## src/rtl/i2c_byte_writer.sv

```systemverilog
// rtl/i2c_byte_writer.sv - single 3-byte I2C write master (addr, reg, payload) with quarter-bit tick divider
// Optional feature macro: I2C_CLOCK_STRETCH_EN (honour slave clock stretching on SCL readback).
module i2c_byte_writer #(
  parameter int CLK_DIV = 63
) (
  input  logic        clock_25,
  input  logic        reset,
  input  logic        start,
  input  logic [7:0]  slave_address,
  input  logic [15:0] register_data,
  input  logic        i2c_serial_data_in,
  input  logic        i2c_serial_clock_in,
  output logic        i2c_serial_data_oe,
  output logic        i2c_serial_clock,
  output logic        busy,
  output logic        done,
  output logic        ack_error
);

  localparam logic [9:0] TC = 10'(CLK_DIV - 1);

  typedef enum logic [2:0] {
    S_IDLE,
    S_START,
    S_BYTE,
    S_ACK,
    S_STOP,
    S_DONE
  } state_t;

  state_t      state;
  logic [9:0]  tick_cnt;
  logic [1:0]  phase;
  logic [1:0]  byte_idx;
  logic [2:0]  bit_idx;
  logic [23:0] shift;
  logic        nack;
  logic        running;
  logic        accept;
  logic        stall;
  logic        tick;

  assign running = (state == S_START) || (state == S_BYTE) ||
                   (state == S_ACK)   || (state == S_STOP);
  // The done cycle is already IDLE, so a start coinciding with done is refused here.
  assign accept  = (state == S_IDLE) && start && !done;
  assign tick    = running && !stall && (tick_cnt == TC);

`ifdef I2C_CLOCK_STRETCH_EN
  // A slave holding SCL low while we release it freezes the phase timer at zero.
  assign stall = i2c_serial_clock && !i2c_serial_clock_in;
`else
  logic unused_clock_in;
  assign unused_clock_in = i2c_serial_clock_in;
  assign stall = 1'b0;
`endif

  always_ff @(posedge clock_25) begin
    if (reset || accept || !running || stall || tick) begin
      tick_cnt <= '0;
    end else begin
      tick_cnt <= tick_cnt + 1'b1;
    end
  end

  always_ff @(posedge clock_25) begin
    if (reset) begin
      state              <= S_IDLE;
      phase              <= '0;
      byte_idx           <= '0;
      bit_idx            <= '0;
      shift              <= '0;
      nack               <= 1'b0;
      i2c_serial_clock   <= 1'b1;
      i2c_serial_data_oe <= 1'b0;
      busy               <= 1'b0;
      done               <= 1'b0;
      ack_error          <= 1'b0;
    end else begin
      done <= 1'b0;
      case (state)
        S_IDLE: begin
          if (accept) begin
            shift              <= {slave_address, register_data};
            ack_error          <= 1'b0;
            nack               <= 1'b0;
            busy               <= 1'b1;
            phase              <= '0;
            i2c_serial_clock   <= 1'b1;
            i2c_serial_data_oe <= 1'b0;
            state              <= S_START;
          end
        end

        S_START: begin
          if (tick) begin
            phase <= phase + 1'b1;
            case (phase)
              2'd0: i2c_serial_data_oe <= 1'b1;
              2'd2: i2c_serial_clock   <= 1'b0;
              2'd3: begin
                state              <= S_BYTE;
                byte_idx           <= '0;
                bit_idx            <= 3'd7;
                i2c_serial_data_oe <= ~shift[23];
              end
              default: ;
            endcase
          end
        end

        S_BYTE: begin
          if (tick) begin
            phase <= phase + 1'b1;
            case (phase)
              2'd0: i2c_serial_clock <= 1'b1;
              2'd2: i2c_serial_clock <= 1'b0;
              2'd3: begin
                // The next bit to present is shift[22], which becomes the MSB after this shift.
                shift <= {shift[22:0], 1'b0};
                if (bit_idx == 3'd0) begin
                  state              <= S_ACK;
                  i2c_serial_data_oe <= 1'b0;
                end else begin
                  bit_idx            <= bit_idx - 1'b1;
                  i2c_serial_data_oe <= ~shift[22];
                end
              end
              default: ;
            endcase
          end
        end

        S_ACK: begin
          if (tick) begin
            phase <= phase + 1'b1;
            case (phase)
              2'd0: i2c_serial_clock <= 1'b1;
              2'd2: begin
                i2c_serial_clock <= 1'b0;
                nack             <= i2c_serial_data_in;
                if (i2c_serial_data_in) begin
                  ack_error <= 1'b1;
                end
              end
              2'd3: begin
                if (nack || (byte_idx == 2'd2)) begin
                  state              <= S_STOP;
                  i2c_serial_data_oe <= 1'b1;
                end else begin
                  state              <= S_BYTE;
                  byte_idx           <= byte_idx + 1'b1;
                  bit_idx            <= 3'd7;
                  i2c_serial_data_oe <= ~shift[23];
                end
              end
              default: ;
            endcase
          end
        end

        S_STOP: begin
          if (tick) begin
            phase <= phase + 1'b1;
            case (phase)
              2'd0: i2c_serial_clock   <= 1'b1;
              2'd2: i2c_serial_data_oe <= 1'b0;
              2'd3: state              <= S_DONE;
              default: ;
            endcase
          end
        end

        S_DONE: begin
          done  <= 1'b1;
          busy  <= 1'b0;
          state <= S_IDLE;
        end

        default: state <= S_IDLE;
      endcase
    end
  end

endmodule
```

## config.mk

```make
export PLATFORM = sky130hd
export DESIGN_NAME = i2c_byte_writer
export DESIGN_NICKNAME = d
export VERILOG_FILES = /design/src/rtl/i2c_byte_writer.sv
export SDC_FILE = /design/constraint.sdc
export NUM_CORES = 1
export LEC_CHECK = 0
export CAP_MARGIN = 25
export CORE_MARGIN = 10
export CORE_UTILIZATION = 40
export CTS_BUF_LIST = sky130_fd_sc_hd__clkbuf_4 sky130_fd_sc_hd__clkbuf_8
export DETAILED_ROUTE_END_ITERATION = 12
export GPL_TIMING_DRIVEN = 0
export SETUP_SLACK_MARGIN = 0.05
export SLEW_MARGIN = 20
export SYNTH_ARGS = -nofsm -noshare
export SYNTH_HDL_FRONTEND = slang
export SYNTH_SLANG_ARGS = --single-unit
```

## constraint.sdc

```tcl
create_clock -name clock_25 -period 1.75 [get_ports clock_25]
set_input_delay 0.35 -clock clock_25 [delete_from_list [all_inputs] [get_ports clock_25]]
set_output_delay 0.35 -clock clock_25 [all_outputs]
set_load 0.02 [all_outputs]
```

Yosys cells after proc, flatten, opt, wreduce, memory -nomap -nowiden
Index checks and enable logic that the tools add are counted.
{"block": "word_totals", "mem_count": 0, "out_inout_bits": 5, "mem_bits_ro": 0, "ram_bits": 0, "reg_bits": 50, "latchBits": 0}
{"block": "classes", "eq_ne": 30, "reduce_logical": 35, "n_lt_le_gt_ge": 0, "multipliers": 0, "n_mux": 61, "bitwise_logic": 2, "div_mod_pow": 0, "add_sub_neg": 4, "shifts": 0}
{"op": "$mux 24", "n": 3}
{"op": "$mux 3", "n": 19}
{"op": "$pmux 24 s2", "n": 1}
{"op": "$ne 2x1->1 const B", "n": 11}
{"op": "$mux 1", "n": 20}
{"op": "$reduce_and 10->1", "n": 2}
{"op": "$ne 2x2->1 const B", "n": 8}
{"op": "$pmux 3 s5", "n": 1}
{"op": "$mux 2", "n": 7}
{"op": "$add 10x1->10 const B", "n": 1}
{"op": "$eq 10x6->1 const B", "n": 1}
{"op": "$pmux 1 s2", "n": 5}
{"op": "$reduce_bool 2->1", "n": 5}
{"op": "$pmux 3 s3", "n": 1}
{"op": "$reduce_and 9->1", "n": 1}
{"op": "$pmux 2 s2", "n": 2}
{"op": "$reduce_and 4->1", "n": 2}
{"op": "$reduce_and 8->1", "n": 1}
{"op": "$logic_or 1x1->1", "n": 7}
{"op": "$eq 2x2->1 const B", "n": 3}
{"op": "$eq 3x2->1 const B", "n": 2}
{"op": "$eq 3x3->1 const B", "n": 2}
{"op": "$logic_not 3->1", "n": 2}
{"op": "$ne 3x1->1 const B", "n": 2}
{"op": "18 further kinds", "n": 23}

Logic depth before layout (Yosys ltp)
Gate-level depths: netlist (run 1).
{"block": "logic_depth", "word_depth": 7, "mapped_depth": 9, "mapped_depth_nobuf": 7}

Worst setup path after synthesis (run 1)
Ideal clock, no wire load.
{"block": "synth_path", "kind": "flip-flop to flip-flop", "from": "register phase[0]", "to": "register bit_idx[2]", "arrival_ns": 1.600, "required_time_ns": 1.659, "synth_period_minus_slack_ns": 1.691, "path_stages_with_launch": 8, "setup_slack_ns": 0.059, "setup_ns": 0.091, "path_cell_list": "dfxtp_1 > ha_1 > buf_2 > nand2b_1 > a41oi_4 > a2111oi_4 > a21oi_1 > a311oi_1"}
{"block": "synth_via", "elab_chain_len": 3, "word_cells_on_any_way": 5}
{"element": "start: declaration", "line": "33", "text": "logic [1:0] phase;"}
{"element": "start signal: assignment", "line": "97", "text": "phase <= phase + 1'b1;"}
{"element": "start signal: assignment", "line": "114", "text": "phase <= phase + 1'b1;"}
{"element": "start signal: assignment", "line": "136", "text": "phase <= phase + 1'b1;"}
{"element": "$eq 2x2->1 *", "line": "98, 115, 137"}
{"element": "$ne 2x1->1 (no source line)"}
{"element": "$reduce_and 9->1 (no source line) *"}
{"element": "end signal: assignment", "line": "125", "text": "bit_idx <= bit_idx - 1'b1;"}
{"element": "end: declaration", "line": "35", "text": "logic [2:0] bit_idx;"}
Mark *: on every way between the ends. The rest lies on a longest branch, timed or not.
A chain may end at the register's enable or synchronous reset.

Final worst setup path (run 1)
{"block": "layout_path", "from": "register tick_cnt[0]", "to": "register shift[18]"}
{"block": "layout_via", "elab_chain_len": 4}
{"element": "start: declaration", "line": "32", "text": "logic [9:0] tick_cnt;"}
{"element": "start signal: assignment", "line": "62", "text": "tick_cnt <= tick_cnt + 1'b1;"}
{"element": "$eq 10x6->1", "line": "47", "text": "assign tick = running && !stall && (tick_cnt == TC);"}
{"element": "$logic_and 1x1->1", "line": "47"}
{"element": "$ne 2x2->1 (no source line)"}
{"element": "$reduce_and 4->1 (no source line)"}
{"element": "end signal: assignment", "line": "84", "text": "shift <= {slave_address, register_data};"}
{"element": "end signal: assignment", "line": "120", "text": "shift <= {shift[22:0], 1'b0};"}
{"element": "end: declaration", "line": "36", "text": "logic [23:0] shift;"}
Every way passes these cells.

==> results of run 1 <==
-- per-stage QoR --
stage               hold WS (ps)  std cells  cell area, sq um  utilization
finish                       450        433              3740        0.575
global route                 476        433              3740        0.575
CTS                          464        426              3540        0.544
floorplan                    436        294              2720            -
detailed placement           450        402              3130        0.481
global placement             445        402              3130        0.481
-- registers in the layout, summed over array words and instances (netlist names) --
name and flops:
ack_error 1, byte_idx 2, tick_cnt 10, done 1
i2c_serial_data_oe 1, state 3, bit_idx 3, busy 1
shift 24, phase 2, i2c_serial_clock 1, nack 1
-- repair_timing --
item                                   4_1_cts  5_1_grt
hold buffers                                 0        0
pin swaps                                   25       16
setup endpoints to repair                   45       47
endpoints found under the hold margin        0        0
buffers inserted                            13        6
gates resized for setup                     51       36
cloned                                       3        1
-- placed cells by master, fill, tap and decap left out, drive strengths merged, types with 2 or more instances in the layout --
cell type       n
o31ai           3
o21ai           4
a311oi          2
nand3b          2
a211oi         25
nand3          10
nor3            3
nor2b           3
nand2b          7
a22oi           2
ha              8
xor2            7
dfxtp          50
inv             9
mux2i          26
nand2           9
xnor2           2
nor2           55
and3            6
a21oi          14
clkbuf         15
buf            35
nand4           2
clkdlybuf4s50  30
or3             5
nor3b           2
a31oi           4
-- area by class of cell --
cell class / count / area [sq um]
plain buffers: 21 / 175
well taps: 77 / 96.3
inverters: 9 / 33.8
clock inverters: 2 / 37.5
repair buffers: 54 / 533
fillers: 573 / 2760
multi-input cells: 214 / 1770
clock buffers: 6 / 76.3
flip-flops and latches: 50 / 1010
-- worst max-delay path, cell delays in order (launching register included) --
cell and delay [ps]:
dfxtp_2 340, inv_2 60, ha_4 110, and4bb_4 280, nand4_4 100, o31ai_4 240, buf_6 160, buf_6 120
clkbuf_16 140, a211oi_1 60
-- kinds of logic after synthesis --
logic type	share of synthesized area
multiplexers	0.0998
AO/OA/AOI/OAI	0.193
buffers and inverters	0.0580
flip-flops	0.368
adder cells (fa/ha/maj)	0.0368
AND/OR/NAND/NOR	0.216
XOR/XNOR	0.0290
-- per-layer routing --
layer	vias to the layer above	part of all wire	wire, um
met2	38	0.47	3080
li1	1176	-	-
met4	0	0.011	69
met3	8	0.048	311
met5	-	0	0
met1	1111	0.47	3070
-- synth_stat cells, drive strengths merged, types with 2 or more instances --
| cell type | count | share of area |
|---|---|---|
| and3 | 6 | 0.014 |
| inv | 9 | 0.012 |
| ha | 8 | 0.037 |
| mux2i | 26 | 0.096 |
| nand2b | 7 | 0.017 |
| dfxtp | 50 | 0.37 |
| a31oi | 4 | 0.0092 |
| nand3b | 2 | 0.0055 |
| nor2b | 3 | 0.0069 |
| xor2 | 7 | 0.023 |
| xnor2 | 2 | 0.0064 |
| a21oi | 14 | 0.026 |
| nand4 | 2 | 0.010 |
| nand2 | 9 | 0.012 |
| a22oi | 2 | 0.0074 |
| o21ai | 4 | 0.0074 |
| o31ai | 3 | 0.013 |
| nor3 | 3 | 0.0055 |
| buf | 14 | 0.036 |
| or3 | 5 | 0.011 |
| nand3 | 10 | 0.018 |
| a211oi | 25 | 0.087 |
| a311oi | 2 | 0.0064 |
| nor3b | 2 | 0.0055 |
| clkbuf | 7 | 0.0097 |
| nor2 | 55 | 0.086 |
-- where the power goes --
group	switching, mW	internal (mW)	leakage, nW	total (mW)
registers	0.0594	1.22	0.414	1.27
logic	0.325	0.349	0.879	0.674
clock network	0.391	0.442	0.0548	0.833
total	0.776	2.01	1.35	2.78
-- path summary, 6_finish.rpt --
path | cells after the start | start | end | slack, ps
worst max-delay path | 9 | tick_cnt[0] | shift[18] | 3
worst min-delay path | 1 | bit_idx[0] | bit_idx[0] | 450
worst max register to register | 9 | tick_cnt[0] | shift[18] | 3
worst min register to register | 1 | bit_idx[0] | bit_idx[0] | 450
==> impl_results.md, run 1 <==
- Die Wd: 102 um
- Initial antenna violation count: 0
- Synth Warn #: 0
- Area Overhead vs Synth: 37.4%
- Clk_skew: 7.62 ps
- Minimum clock period: 1750 ps
- Clock sink total: 50
- Core ar.: 0.00649 sq mm
- DP Worst Slack: -513 ps
- Vias per cell: 5.39
- EDFF count, synth: 0
- Synth cell types: 49
- Worst skew pair latency: 300 ps
- I/O pins: 34
- GR met1 Demand/Resource: 0.165
- Max Root-Sink Buffers: 2
- Crit path required time: 1910 ps
- Startpoint class of the critical path: flip-flop
- Syn avg cell area: 9.25 sq um
- Antenna Cells: 0
- CTS tree: built
- GR Util met2: 0.206
- Result of the run: complete, no violations
- Met3 usage: 0.0351
- Seq/Total Area, Yosys: 0.368
- Synth async-reset ratio: 0
- GRT Max-Usage Layer: met2
- Root Buffer: clkbuf_8
- PnR worst setup slack: 3.03 ps
- Num rows: 29
- DIE HEIGHT: 102 um
- Hpwl dp: 4.44 mm
- Slew at the pin closest to its max-slew limit: 714 ps
- Initial Util: 0.419
- Synthesized Nets: 331
- Die Area: 0.0105 sq mm
- IO Port Bufs: 31
- Routability-driven placement congestion ratio: 0.823
- # setup viols final: 0
- HP Class: reg2reg
- Period utilization: 0.998
- WL per Instance: 15.1 um
- CP Max Fanout: 5
- # DRC: 0
- Vias: 2333
- Final ANT Viol Nets: 0
- RSZ-0062 raised after global routing: true
- Share of cells above drive strength 1: 0.315
- GRT overflow: 0
- Critical path class: reg2reg
- CTS HTree Levels: 2
- Arr. time, crit path: 1910 ps
- Slew Limit Fails: 0
- Synth Cell Area: 0.00272 sq mm
- Net count, final: 392
- Detailed-route wire length: 6.53 mm
- Synthesized flop and latch total: 50
- Number of global-route vias before repair: 2294
- Clock Pin Slew Worst Setup and Hold Paths: 90 ps
- Max Cap Viol: 0
- F_max: 572 MHz
- Gr usage total: 0.129
- CP Capture Type: flip-flop
- TritonRoute pass-1 iters: 4
- Largest net degree at the start of global routing: 16
- Worst vdd ir: 0.368 mV
- Final Hold Fails: 0
- Power consumption: 2.78 mW
- Max-Slew Margin vs Limit: 0.524
- First-pass GRT wire length: 11.0 mm
- Leakage: 1.35 nW
- Post-Synthesis Cells: 294
- TritonCTS Buffers: 5
- Sum Neg Setup Slack: 0 ps
- Post-synth top flop: dfxtp_1
- PwrDens: 745 mW/mm^2
- Initial DRC Count: 71
(Power assumes the default switching activity.)
==> inputs of run 2 (changes only) <==
--- a/config.mk
+++ b/config.mk
@@ -9,6 +9,7 @@
 export CORE_MARGIN = 10
 export CORE_UTILIZATION = 40
 export CTS_BUF_LIST = sky130_fd_sc_hd__clkbuf_4 sky130_fd_sc_hd__clkbuf_8
+export CTS_CLUSTER_DIAMETER = 60
 export DETAILED_ROUTE_END_ITERATION = 12
 export GPL_TIMING_DRIVEN = 0
 export SETUP_SLACK_MARGIN = 0.05
@@ -16,3 +17,4 @@
 export SYNTH_ARGS = -nofsm -noshare
 export SYNTH_HDL_FRONTEND = slang
 export SYNTH_SLANG_ARGS = --single-unit
+export TNS_END_PERCENT = 50
==> run 2 against run 1 <==
Count of clock-buffer cells in the layout is the same. Worst setup slack about the same. Flip-flop and latch count unchanged. Critical path depth unchanged. Die area is the same. Total power shrank 0.57%. Hold slack is essentially flat. Critical endpoint unchanged. Largest cell class unchanged.
==> impl_results.md, run 2 (synthesis gave the netlist of run 1 again) <==
- Area Overhead vs Synth: 36.0%
- CP Max Fanout: 5
- PnR worst setup slack: 2.65 ps
- Worst vdd ir: 0.365 mV
- Net count, final: 389
- Worst Hold Depth: 1
- Core ar.: 0.00649 sq mm
- IO Port Bufs: 31
- Reg2reg end: shift[18]
- GRT overflow: 0
- Hold_sp: bit_idx[0]
- TritonRoute pass-1 iters: 4
- Worst skew pair latency: 300 ps
- Hold path endpoint: bit_idx[0]
- Vias per cell: 5.35
- Final Hold Fails: 0
- Hpwl dp: 4.44 mm
- Most frequent cells in the layout: 41 x dfxtp_1, 38 x nor2_1, 30 x clkdlybuf4s50_1
- CTS tree: built
- Number of global-route vias before repair: 2300
- Root Buffer: clkbuf_8
- DP Worst Slack: -513 ps
- CTS HTree Levels: 2
- Max-Slew Margin vs Limit: 0.524
- Biggest register: shift
- First-pass GRT wire length: 11.0 mm
- HP Class: reg2reg
- Initial antenna violation count: 0
- Gr usage total: 0.129
- CP startpoint: tick_cnt[0]
- RSZ-0062 raised after global routing: true
- Slew at the pin closest to its max-slew limit: 713 ps
- # hold bufs at CTS: 0
- Share of cells above drive strength 1: 0.300
- Crit path required time: 1910 ps
- Internal power: 2.00 mW
- # DRC: 0
- Initial Util: 0.419
- Max Cap Viol: 0
- Startpoint class of the critical path: flip-flop
- Routability-driven placement congestion ratio: 0.823
- Minimum clock period: 1750 ps
- Sw frac: 0.278
- Result of the run: complete, no violations
- WL per Instance: 15.1 um
- Gate power share: 0.240
- Vias: 2299
- R2R setup slack: 3 ps
- Arr. time, crit path: 1910 ps
- Clk_skew: 5.97 ps
- Clock sink total: 50
- Clock Pin Slew Worst Setup and Hold Paths: 90 ps
- Num rows: 29
- Cells on worst reg2reg path: 9
- Initial DRC Count: 82
- CP Capture Type: flip-flop
- Placed cell count: 402
- Die Wd: 102 um
- Sw Pwr: 0.768 mW
- F_max: 572 MHz
- I/O pins: 34
- Die Area: 0.0105 sq mm
- # setup viols final: 0
- Slew Limit Fails: 0
- Max Root-Sink Buffers: 2
- Largest net degree at the start of global routing: 16
- Detailed-route wire length: 6.50 mm
- Commonest non-fill, non-tap cell in the layout: dfxtp_1
- Final ANT Viol Nets: 0
- Period utilization: 0.998
- Reg power frac: 0.461
- DIE HEIGHT: 102 um
- TritonCTS Buffers: 5
- Antenna Cells: 0
- PwrDens: 748 mW/mm^2
- Worst R2R Start: tick_cnt[0]
- Top Registers: shift: 24 flops, tick_cnt: 10 flops
- Critical path class: reg2reg
- Sum Neg Setup Slack: 0 ps
- Max reg flops: 24
- Cell Count, Final, Fillers Out: 430
- Power consumption: 2.77 mW
- Clock power frac: 0.300
- Leakage: 1.33 nW
-- run 2: cell type report --
cell class,instances,area [sq um]
fill,575,2800
multi-input combinational,214,1760
sequential,50,1010
timing repair buffer,51,510
buffer,21,171
tap,77,96.3
clock buffer,6,76.3
clock inverter,2,37.5
inverter,9,33.8
-- run 2: worst max-delay path, stage by stage (launching register included) --
cell and delay [ps]:
dfxtp_2 340, inv_2 60, ha_4 110, and4bb_4 280, nand4_4 100, o31ai_4 240, buf_6 150, buf_6 130
clkbuf_16 140, a211oi_1 60
-- run 2: metal layers --
metal  wire [um]  global-route usage
met1        3080               0.166
met2        3050               0.206
met3         306              0.0351
met5           0                   0
met4          69              0.0390
-- run 2: how the worst max path moves through the flow --
stage / endpoint / slack, ps / depth (start not counted)
floorplan: bit_idx[2] / 60 / 7
global placement: shift[21] / -540 / 7
detailed placement: shift[21] / -510 / 7
CTS: shift[21] / -40 / 9
global route: shift[17] / -70 / 6
finish: shift[18] / 3 / 9
-- run 2: what timing repair did --
| item | in CTS | in global routing |
|---|---|---|
| cloned | 3 | 1 |
| gates resized for setup | 50 | 34 |
| endpoints found under the setup margin | 45 | 49 |
| pin swaps | 27 | 13 |
| buffers inserted | 12 | 4 |
-- run 2: per-stage QoR --
stage | util | instance area, sq um | hold slack (ps)
2_1_floorplan | - | 2720 | 436
3_3_place_gp | 0.481 | 3130 | 445
3_5_place_dp | 0.481 | 3130 | 450
4_1_cts | 0.543 | 3530 | 464
5_1_grt | 0.569 | 3700 | 476
6_report | 0.569 | 3700 | 450
-- run 2: power by group through the flow --
stage	registers, mW	logic, mW	clock network [mW]
2_1_floorplan	1.29	0.347	0
6_report	1.27	0.663	0.829
3_3_place_gp	1.29	0.495	0
4_1_cts	1.27	0.610	0.870
3_5_place_dp	1.29	0.499	0
5_1_grt	1.29	0.725	0.906
